## src/rtl/counter_timer_ctrl.sv

```systemverilog
// Sequencer for a 74x163-style 4-bit counter: one-shot or periodic timing with abort.
// Define TIMER_PERIOD_CNT_EN to build the saturating PERIODS counter; otherwise PERIODS reads 8'h00.
module counter_timer_ctrl (
   input  logic       CLK,
   input  logic       RST_L,
   input  logic       START,
   input  logic       STOP,
   input  logic       MODE,
   input  logic [3:0] PRESET,
   input  logic       RCO,
   output logic       CLR_L,
   output logic       LD_L,
   output logic       ENP,
   output logic       ENT,
   output logic [3:0] D,
   output logic       BUSY,
   output logic       DONE,
   output logic [7:0] PERIODS
);

   typedef enum logic [2:0] {S_IDLE, S_LOAD, S_RUN, S_FIN, S_ABORT} state_t;

   state_t     state, state_nxt;
   logic       mode_q;
   logic [3:0] preset_q;
   logic       accept;
   logic       rco_hit;

   assign accept  = (state == S_IDLE) && START && !STOP;
   assign rco_hit = (state == S_RUN) && RCO && !STOP;
   assign D       = preset_q;

   // Outputs decode from the asynchronously reset state, so RST_L drops ENP/ENT without a clock.
   always_ff @(posedge CLK or negedge RST_L) begin
      // NOTE: non-blocking assignments keep every register sampling pre-edge values.
      if (!RST_L) begin
         state    <= S_IDLE;
         mode_q   <= 1'b0;
         preset_q <= 4'd0;
      end else begin
         state <= state_nxt;
         if (accept) begin
            mode_q   <= MODE;
            preset_q <= PRESET;
         end
      end
   end

   always_comb begin
      // NOTE: every output gets a default first so no path through the case infers a latch.
      state_nxt = state;
      CLR_L     = 1'b1;
      LD_L      = 1'b1;
      ENP       = 1'b0;
      ENT       = 1'b0;
      BUSY      = 1'b1;
      DONE      = 1'b0;
      case (state)
         S_IDLE: begin
            BUSY = 1'b0;
            if (accept) state_nxt = S_LOAD;
         end
         S_LOAD: begin
            LD_L      = 1'b0;
            state_nxt = STOP ? S_ABORT : S_RUN;
         end
         S_RUN: begin
            ENP = 1'b1;
            ENT = 1'b1;
            if (STOP) begin
               state_nxt = S_ABORT;
            end else if (RCO) begin
               // Periodic mode reloads instead of letting the counter wrap through zero.
               if (mode_q) LD_L = 1'b0;
               else        state_nxt = S_FIN;
            end
         end
         S_FIN: begin
            CLR_L     = 1'b0;
            DONE      = 1'b1;
            state_nxt = S_IDLE;
         end
         S_ABORT: begin
            CLR_L     = 1'b0;
            state_nxt = S_IDLE;
         end
         default: state_nxt = S_IDLE;
      endcase
   end

`ifdef TIMER_PERIOD_CNT_EN
   logic [7:0] periods_q;

   always_ff @(posedge CLK or negedge RST_L) begin
      if (!RST_L) begin
         periods_q <= 8'd0;
      end else if (accept) begin
         periods_q <= 8'd0;
      end else if (rco_hit && (periods_q != 8'hFF)) begin
         periods_q <= periods_q + 8'd1;
      end
   end

   assign PERIODS = periods_q;
`else
   logic unused_rco_hit;

   assign unused_rco_hit = rco_hit;
   assign PERIODS        = 8'h00;
`endif

endmodule

```

## config.mk

```make
export PLATFORM = sky130hd
export DESIGN_NAME = counter_timer_ctrl
export DESIGN_NICKNAME = d
export VERILOG_FILES = /design/src/rtl/counter_timer_ctrl.sv
export SDC_FILE = /design/constraint.sdc
export NUM_CORES = 1
export LEC_CHECK = 0
export ABC_CLOCK_PERIOD_IN_PS = 1500
export CAP_MARGIN = 20
export CORE_UTILIZATION = 31
export CTS_CLUSTER_DIAMETER = 50
export DETAILED_ROUTE_END_ITERATION = 8
export PLACE_DENSITY = 0.78
export SLEW_MARGIN = 20
export SYNTH_ARGS = -nofsm -noshare
export SYNTH_HDL_FRONTEND = slang
export SYNTH_SLANG_ARGS = --single-unit
```

## constraint.sdc

```tcl
create_clock -name CLK -period 1.5 [get_ports CLK]
set_clock_uncertainty 0.05 [all_clocks]
set_input_delay 0.3 -clock CLK [delete_from_list [all_inputs] [get_ports CLK]]
set_output_delay 0.3 -clock CLK [all_outputs]
set_load 0.01 [all_outputs]
```

# --- Yosys cells after proc, flatten, opt, wreduce, memory -nomap -nowiden ---
# Cells that the tools add are included.
classes:
  n_eq_ne: 7
  mux: 14
  n_reduce_logical: 6
ops:
  columns: ["cell", "n"]
  rows:
  - ["$mux 3", 5]
  - ["$pmux 3 s3", 1]
  - ["$mux 1", 7]
  - ["$eq 3x2->1 const B", 2]
  - ["$ne 3x3->1 const B", 2]
  - ["$eq 3x1->1 const B", 1]
  - ["$eq 3x3->1 const B", 1]
  - ["$logic_not 3->1", 1]
  - ["$reduce_and 3->1", 1]
  - ["$logic_and 1x1->1", 2]
  - ["$ne 2x2->1 const B", 1]
  - ["$pmux 1 s2", 1]
  - ["$reduce_or 2->1", 1]
  - ["$logic_not 1->1", 1]
word_totals:
  register_bits: 8
  inputBits: 10
  out_inout_bits: 18
  wordCells: 30

# --- Logic depth before layout (Yosys ltp) ---
# Gate-level depths: netlist of the first run.
logic_depth:
  depth_word: 5
  ltp_mapped: 3
  ltp_nobuf: 3

# --- Least setup slack after synthesis of the first run ---
# No wires, ideal clock.
synth_path:
  path_type: "reg-to-output"
  start: "register state[0]"
  end: "output port ENT"
  path_buffers: 1
  path_stages_with_launch: 3
  setup_slack_ps: 107
  t_required_ps: 1150
  t_arrival_ps: 1043
  cell_sequence: "dfrtp_1 nor3b_1 buf_4"
synth_via:
  elab_chain_cells: 2
synth_rtl:
  columns: ["item", "line", "source"]
  rows:
  - ["from (decl)", "23", "state_t state, state_nxt;"]
  - ["from (signal assigned)", "41", "state <= state_nxt;"]
  - ["$eq 3x2->1", null, null]
  - ["$mux 1", null, null]
  - ["to (decl)", "14", "output logic ENT,"]
# Every way passes these cells.

# --- Worst setup path after layout of the first run ---
layout_path:
  start: "register state[0]"
  end: "output port LD_L"
layout_via:
  elab_chain_cells: 2
  word_cells_on_any_way: 3
  classes_between: "eq/ne: 2; mux: 1"
layout_rtl:
  columns: ["item", "line", "source"]
  rows:
  - ["$eq 3x2->1 or $eq 3x1->1 (tied branches)", "58", "case (state)"]
  - ["$pmux 1 s2 *", "58", null]
  - ["to (decl)", "12", "output logic LD_L,"]
# Mark *: on every way between the ends. The rest lies on a longest branch, timed or not.

==> metrics.md, run 1 <==
| Metric | Value |
|---|---|
| Crit end category | output pin |
| Final WL | 1.01 mm |
| Max-Cap Viols | 0 |
| Final cell utilization of the core | 58.4% |
| Fin crit period | 1590 ps |
| Post-synthesis register bit count | 8 |
| Worst Slack Setup Final | -90.6 ps |
| Crit path max fanout | 5 |
| Number of I/O pins | 28 |
| # fillers | 141 |
| Static Leak | 0.394 nW |
| Routed Antenna Nets | 0 |
| Power, Total | 0.806 mW |
| Overall die width | 40.4 um |
| Inst Count DP | 80 |
| Core ar. | 1330 um^2 |
| Ys Warns | 0 |
| Initial Util | 34.3% |
| CP startpoint kind | flip-flop |
| Violated checks | negative setup slack |
| CP arrival | 1240 ps |
| Internal | 0.576 mW |
| Hold_buf cts | 0 |
| Final #Nets | 85 |
| Sw Ratio | 28.6% |
| DIE AREA | 1630 um^2 |
| CP Class | flip-flop to output pin |
| First-pass DRT Iterations | 1 |
| Num CTS Buffers | 3 |
| Post-synthesis sequential area ratio | 43.7% |
| Die H | 40.4 um |
| Diodes inserted | 0 |
| Final Cell Area | 779 um^2 |
| Gpl congestion | 0.656 |
| Buffer depth of the longest clock path | 2 |
| Clk slew on worst S/H paths | 50 ps |
| Mean post-synth cell area | 11.2 um^2 |
| Critical Path RT | 1150 ps |
| Max Freq | 629 MHz |
| Setup TNS | -580 ps |
| Worst R2R Path Depth | 5 |
| DP Worst Slack | -416 ps |
| Yosys cell types | 18 |
| CTS tree | yes |
| Total GRT Usage | 13.8% |
| GRT overflow | 0 |
| Number of global-route vias before repair | 349 |
| Final setup vio count | 10 |
| Gate Count Post-Synth | 41 |
| WL/cell | 11.5 um |
| RSZ-0062 raised after global routing | yes |
| Pwr Density | 1030 nW/um^2 |
| Via count | 380 |
| Area growth from synthesis to layout | 70.2% |
| Antenna violations before repair | 0 |
| Final hold violation count | 0 |
| Clock share of power | 20.1% |
| Rows | 13 |
| Share of cells above drive strength 1 | 43.8% |
| H-Tree Depth | 1 |
| Initial DRC Count | 0 |
| Run status | finished with violations |
| VDD IR max | 601 uV |
| CTS Root Cell | clkbuf_4 |
| Vias per cell | 4.32 |
| Worst Hold Slack | 274 ps |
| # port buffers | 19 |
| Worst min path class | input port to asynchronous set/reset pin |
| Global-route wire length before repair | 1.43 mm |
| Final HPWL DP | 725 um |
| Sequential power share | 37.3% |
| Max-slew violation count | 0 |
| Largest net degree at the start of global routing | 9 |
| Clock sinks | 8 |
| Sw power | 0.230 mW |
| DR DRC count | 0 |
| Clock Latency Late Sink | 250 ps |
| Logic gate share of total power | 42.6% |
| Placed instance area | 678 um^2 |
| Tcrit/Tclk final | 106% |
| Synthesized area | 458 um^2 |
| Non-Filler Instances | 88 |
==> worst max-delay path: stages (launching register included) <==
cell and delay [ps]:
dfrtp_2 440, nand2b_4 150, o31ai_2 200, nand2b_1 70, buf_2 130
==> cell type report <==
class                      instances  area, um^2  share of cell area, %
clock buffer                       3        22.5                   2.89
multi-input combinational         31         259                   33.2
sequential                         8         201                   25.8
tap                               15        18.8                   2.41
timing repair buffer              31         278                   35.6
==> cell usage in the layout, fill, tap and decap left out <==
cell type        n
conb_1           8
clkdlybuf4s50_1  8
dfrtp_1          7
buf_2            6
buf_6            6
buf_4            6
mux2_4           5
clkbuf_4         3
dlymetal6s2s_1   3
nand2b_4         2
nand2_1          2
nor2_1           2
a21oi_1          2
dlygate4sd2_1    2
nor3b_4          1
or3_1            1
or2b_1           1
o31ai_2          1
nand2b_1         1
nor4_4           1
and2_1           1
nand3b_1         1
a2111oi_0        1
nor2b_1          1
dfrtp_2          1
==> power by group through the flow <==
stage | sequential (mW) | combinational (mW) | clock (mW)
after global placement | 0.300 | 0.300 | 0
after detailed placement | 0.302 | 0.305 | 0
after global routing | 0.308 | 0.370 | 0.175
after CTS | 0.299 | 0.334 | 0.168
after floorplan | 0.318 | 0.124 | 0
final | 0.301 | 0.343 | 0.162
==> Yosys cell counts <==
| cell type | n | share of area [%] |
|---|---|---|
| or2b_1 | 1 | 1.6 |
| or3_1 | 1 | 1.4 |
| conb_1 | 1 | 0.82 |
| a21oi_1 | 2 | 2.2 |
| nand2_1 | 2 | 1.6 |
| nor4_4 | 1 | 4.6 |
| mux2_2 | 5 | 12 |
| o31ai_1 | 1 | 1.6 |
| dfrtp_1 | 8 | 44 |
| nand3b_1 | 1 | 1.6 |
| nor3b_1 | 1 | 1.6 |
| nor2b_1 | 1 | 1.4 |
| nor2_1 | 2 | 1.6 |
| nand2b_1 | 2 | 2.7 |
| buf_4 | 9 | 15 |
| nand2b_4 | 1 | 3.0 |
| and2_1 | 1 | 1.4 |
| a2111oi_0 | 1 | 1.9 |
==> state kept, by name, indices dropped and copies added (netlist names) <==
signal	flops
D	4
state	3
mode_q	1
==> path summary, 6_finish.rpt <==
path | from | to | slack (ps)
max in group asynchronous | RST_L | state[0] | 840
worst max-delay path | state[0] | LD_L | -90
worst max register to register | state[0] | D[1] | -90
worst min-delay path | RST_L | state[1] | 270
worst min register to register | D[2] | D[2] | 460
min in group CLK | RCO | state[0] | 450
==> logic make-up (layout without fill, tap and decap cells) <==
kind of cell | Yosys count | in the layout | share of synthesized area, %
compound gates | 4 | 4 | 5.74
buf+inv | 9 | 34 | 14.8
flops | 8 | 8 | 43.7
mux | 5 | 5 | 12.3
other cells | 1 | 8 | 0.819
simple gates | 14 | 14 | 22.7
==> timing repair <==
item                                    in CTS  in global routing
pin swaps                                    2                  1
resized for setup                           37                  8
endpoints found under the setup margin      12                 14
buffers inserted                             3                  2
==> metal layers <==
| layer | vias to the layer above | wire, um | global-route usage [%] |
|---|---|---|---|
| met4 | 0 | 0 | 10.0 |
| met5 | - | 0 | 0 |
| li1 | 186 | - | - |
| met1 | 174 | 424 | 16.7 |
| met2 | 20 | 521 | 21.8 |
| met3 | 0 | 66 | 2.22 |
Note: power is estimated with default switching activity, not from simulation.
==> run 2, diff against run 1 <==
--- a/config.mk
+++ b/config.mk
@@ -10,7 +10,9 @@
 export CORE_UTILIZATION = 31
 export CTS_CLUSTER_DIAMETER = 50
 export DETAILED_ROUTE_END_ITERATION = 8
+export MAX_ROUTING_LAYER = met4
 export PLACE_DENSITY = 0.78
+export SKIP_LAST_GASP = 1
 export SLEW_MARGIN = 20
 export SYNTH_ARGS = -nofsm -noshare
 export SYNTH_HDL_FRONTEND = slang
==> metrics.md, run 2 (synthesis results as in run 1) <==
| Metric | Value |
|---|---|
| WL/cell | 11.5 um |
| Worst Slack Setup Final | -90.1 ps |
| Worst R2R Start | state[0] |
| Die H | 40.4 um |
| DR DRC count | 0 |
| Final Cell Area | 781 um^2 |
| Clock sinks | 8 |
| Gpl congestion | 0.662 |
| RSZ-0062 raised after global routing | yes |
| Fin crit period | 1590 ps |
| Vias per cell | 4.33 |
| Sw power | 0.229 mW |
| Placed instance area | 678 um^2 |
| Clk slew on worst S/H paths | 50 ps |
| Number of global-route vias before repair | 349 |
| Final #Nets | 85 |
| Max Freq | 629 MHz |
| Violated checks | negative setup slack |
| Static Leak | 0.392 nW |
| Core ar. | 1330 um^2 |
| Crit end category | flip-flop |
| VDD IR max | 600 uV |
| Max-Cap Viols | 0 |
| # fillers | 140 |
| Pwr Density | 1030 nW/um^2 |
| Via count | 381 |
| Final hold violation count | 0 |
| GRT overflow | 0 |
| CTS Root Cell | clkbuf_4 |
| Final HPWL DP | 725 um |
| Num CTS Buffers | 3 |
| Run status | finished with violations |
| DP Worst Slack | -416 ps |
| DIE AREA | 1630 um^2 |
| Total GRT Usage | 14.2% |
| Most common cell after layout, fill and taps aside | clkdlybuf4s50_1 |
| Largest net degree at the start of global routing | 9 |
| Buffer depth of the longest clock path | 2 |
| Global-route wire length before repair | 1.43 mm |
| CP startpoint kind | flip-flop |
| Crit path max fanout | 5 |
| CP arrival | 1670 ps |
| CTS tree | yes |
| # port buffers | 19 |
| CP Class | flip-flop to flip-flop |
| Rows | 13 |
| Initial DRC Count | 0 |
| Logic gate share of total power | 42.7% |
| Area growth from synthesis to layout | 70.5% |
| Max reg flops | 4 |
| Internal | 0.577 mW |
| Sequential power share | 37.3% |
| Worst min path class | input port to asynchronous set/reset pin |
| Clock Latency Late Sink | 250 ps |
| R2R Setup Slk | -90 ps |
| Critical Path RT | 1580 ps |
| First-pass DRT Iterations | 1 |
| Routed Antenna Nets | 0 |
| Sw Ratio | 28.4% |
| Final setup vio count | 10 |
| Clock share of power | 19.9% |
| Antenna violations before repair | 0 |
| Number of I/O pins | 28 |
| Most frequent cells in the layout | clkdlybuf4s50_1 (9), conb_1 (8), dfrtp_1 (7) |
| Final WL | 1.01 mm |
| Tcrit/Tclk final | 106% |
| Critical Path Source | state[0] |
| Share of cells above drive strength 1 | 43.8% |
| Initial Util | 34.3% |
| Diodes inserted | 0 |
| H-Tree Depth | 1 |
| Max-slew violation count | 0 |
| Overall die width | 40.4 um |
run 2: power by group through the flow:
stage	Sequential (mW)	Combinational [mW]	Clock, mW
finish	0.301	0.344	0.161
global route	0.308	0.371	0.175
CTS	0.299	0.334	0.168
detailed placement	0.302	0.305	0
global placement	0.300	0.300	0
floorplan	0.318	0.124	0
run 2: per-layer routing:
metal / global-route usage [%] / vias to the layer above / wire (um) / share of wire (%)
li1: - / 186 / - / -
met2: 21.8 / 20 / 519 / 51
met4: 10.0 / 0 / 0 / 0
met3: 1.67 / 0 / 56 / 5.5
met1: 17.0 / 175 / 436 / 43
met5: - / - / 0 / 0
run 2: timing repair:
action / in CTS / in global routing
setup buffers: 3 / 2
gates cloned: 0 / 0
resized for setup: 36 / 8
endpoints found under the setup margin: 12 / 14
pin swaps: 2 / 1
hold buffers: 0 / 0
run 2: cell type report:
type | instances | area (um^2) | area share (%)
Multi-Input combinational cell | 31 | 259 | 33.2
Tap cell | 15 | 18.8 | 2.40
Clock buffer | 3 | 22.5 | 2.88
Timing Repair Buffer | 31 | 279 | 35.7
Sequential cell | 8 | 201 | 25.8
run 2: worst paths after layout:
check	end	depth (start not counted)
setup / recovery	D[1]	5
hold / removal	state[1]	1
min in group CLK	D[2]	1
setup reg to reg	D[1]	5
hold reg to reg	D[2]	1
max in group asynchronous	state[0]	1
run 2: stage by stage:
step	std cells	total power, mW	util (%)	hold WS, ps	setup TNS [ps]
floorplan	48	0.442	-	-45.6	0
global placement	80	0.600	50.8	440	-2420
detailed placement	80	0.607	50.8	449	-2720
CTS	86	0.802	55.1	281	-506
global route	88	0.854	58.5	303	-1160
finish	88	0.806	58.5	276	-566
run 2: critical path, stage by stage (launching register included):
cell,delay [ps]
dfrtp_2,440
buf_6,130
buf_6,110
nor4_4,270
buf_6,170
mux2_4,300
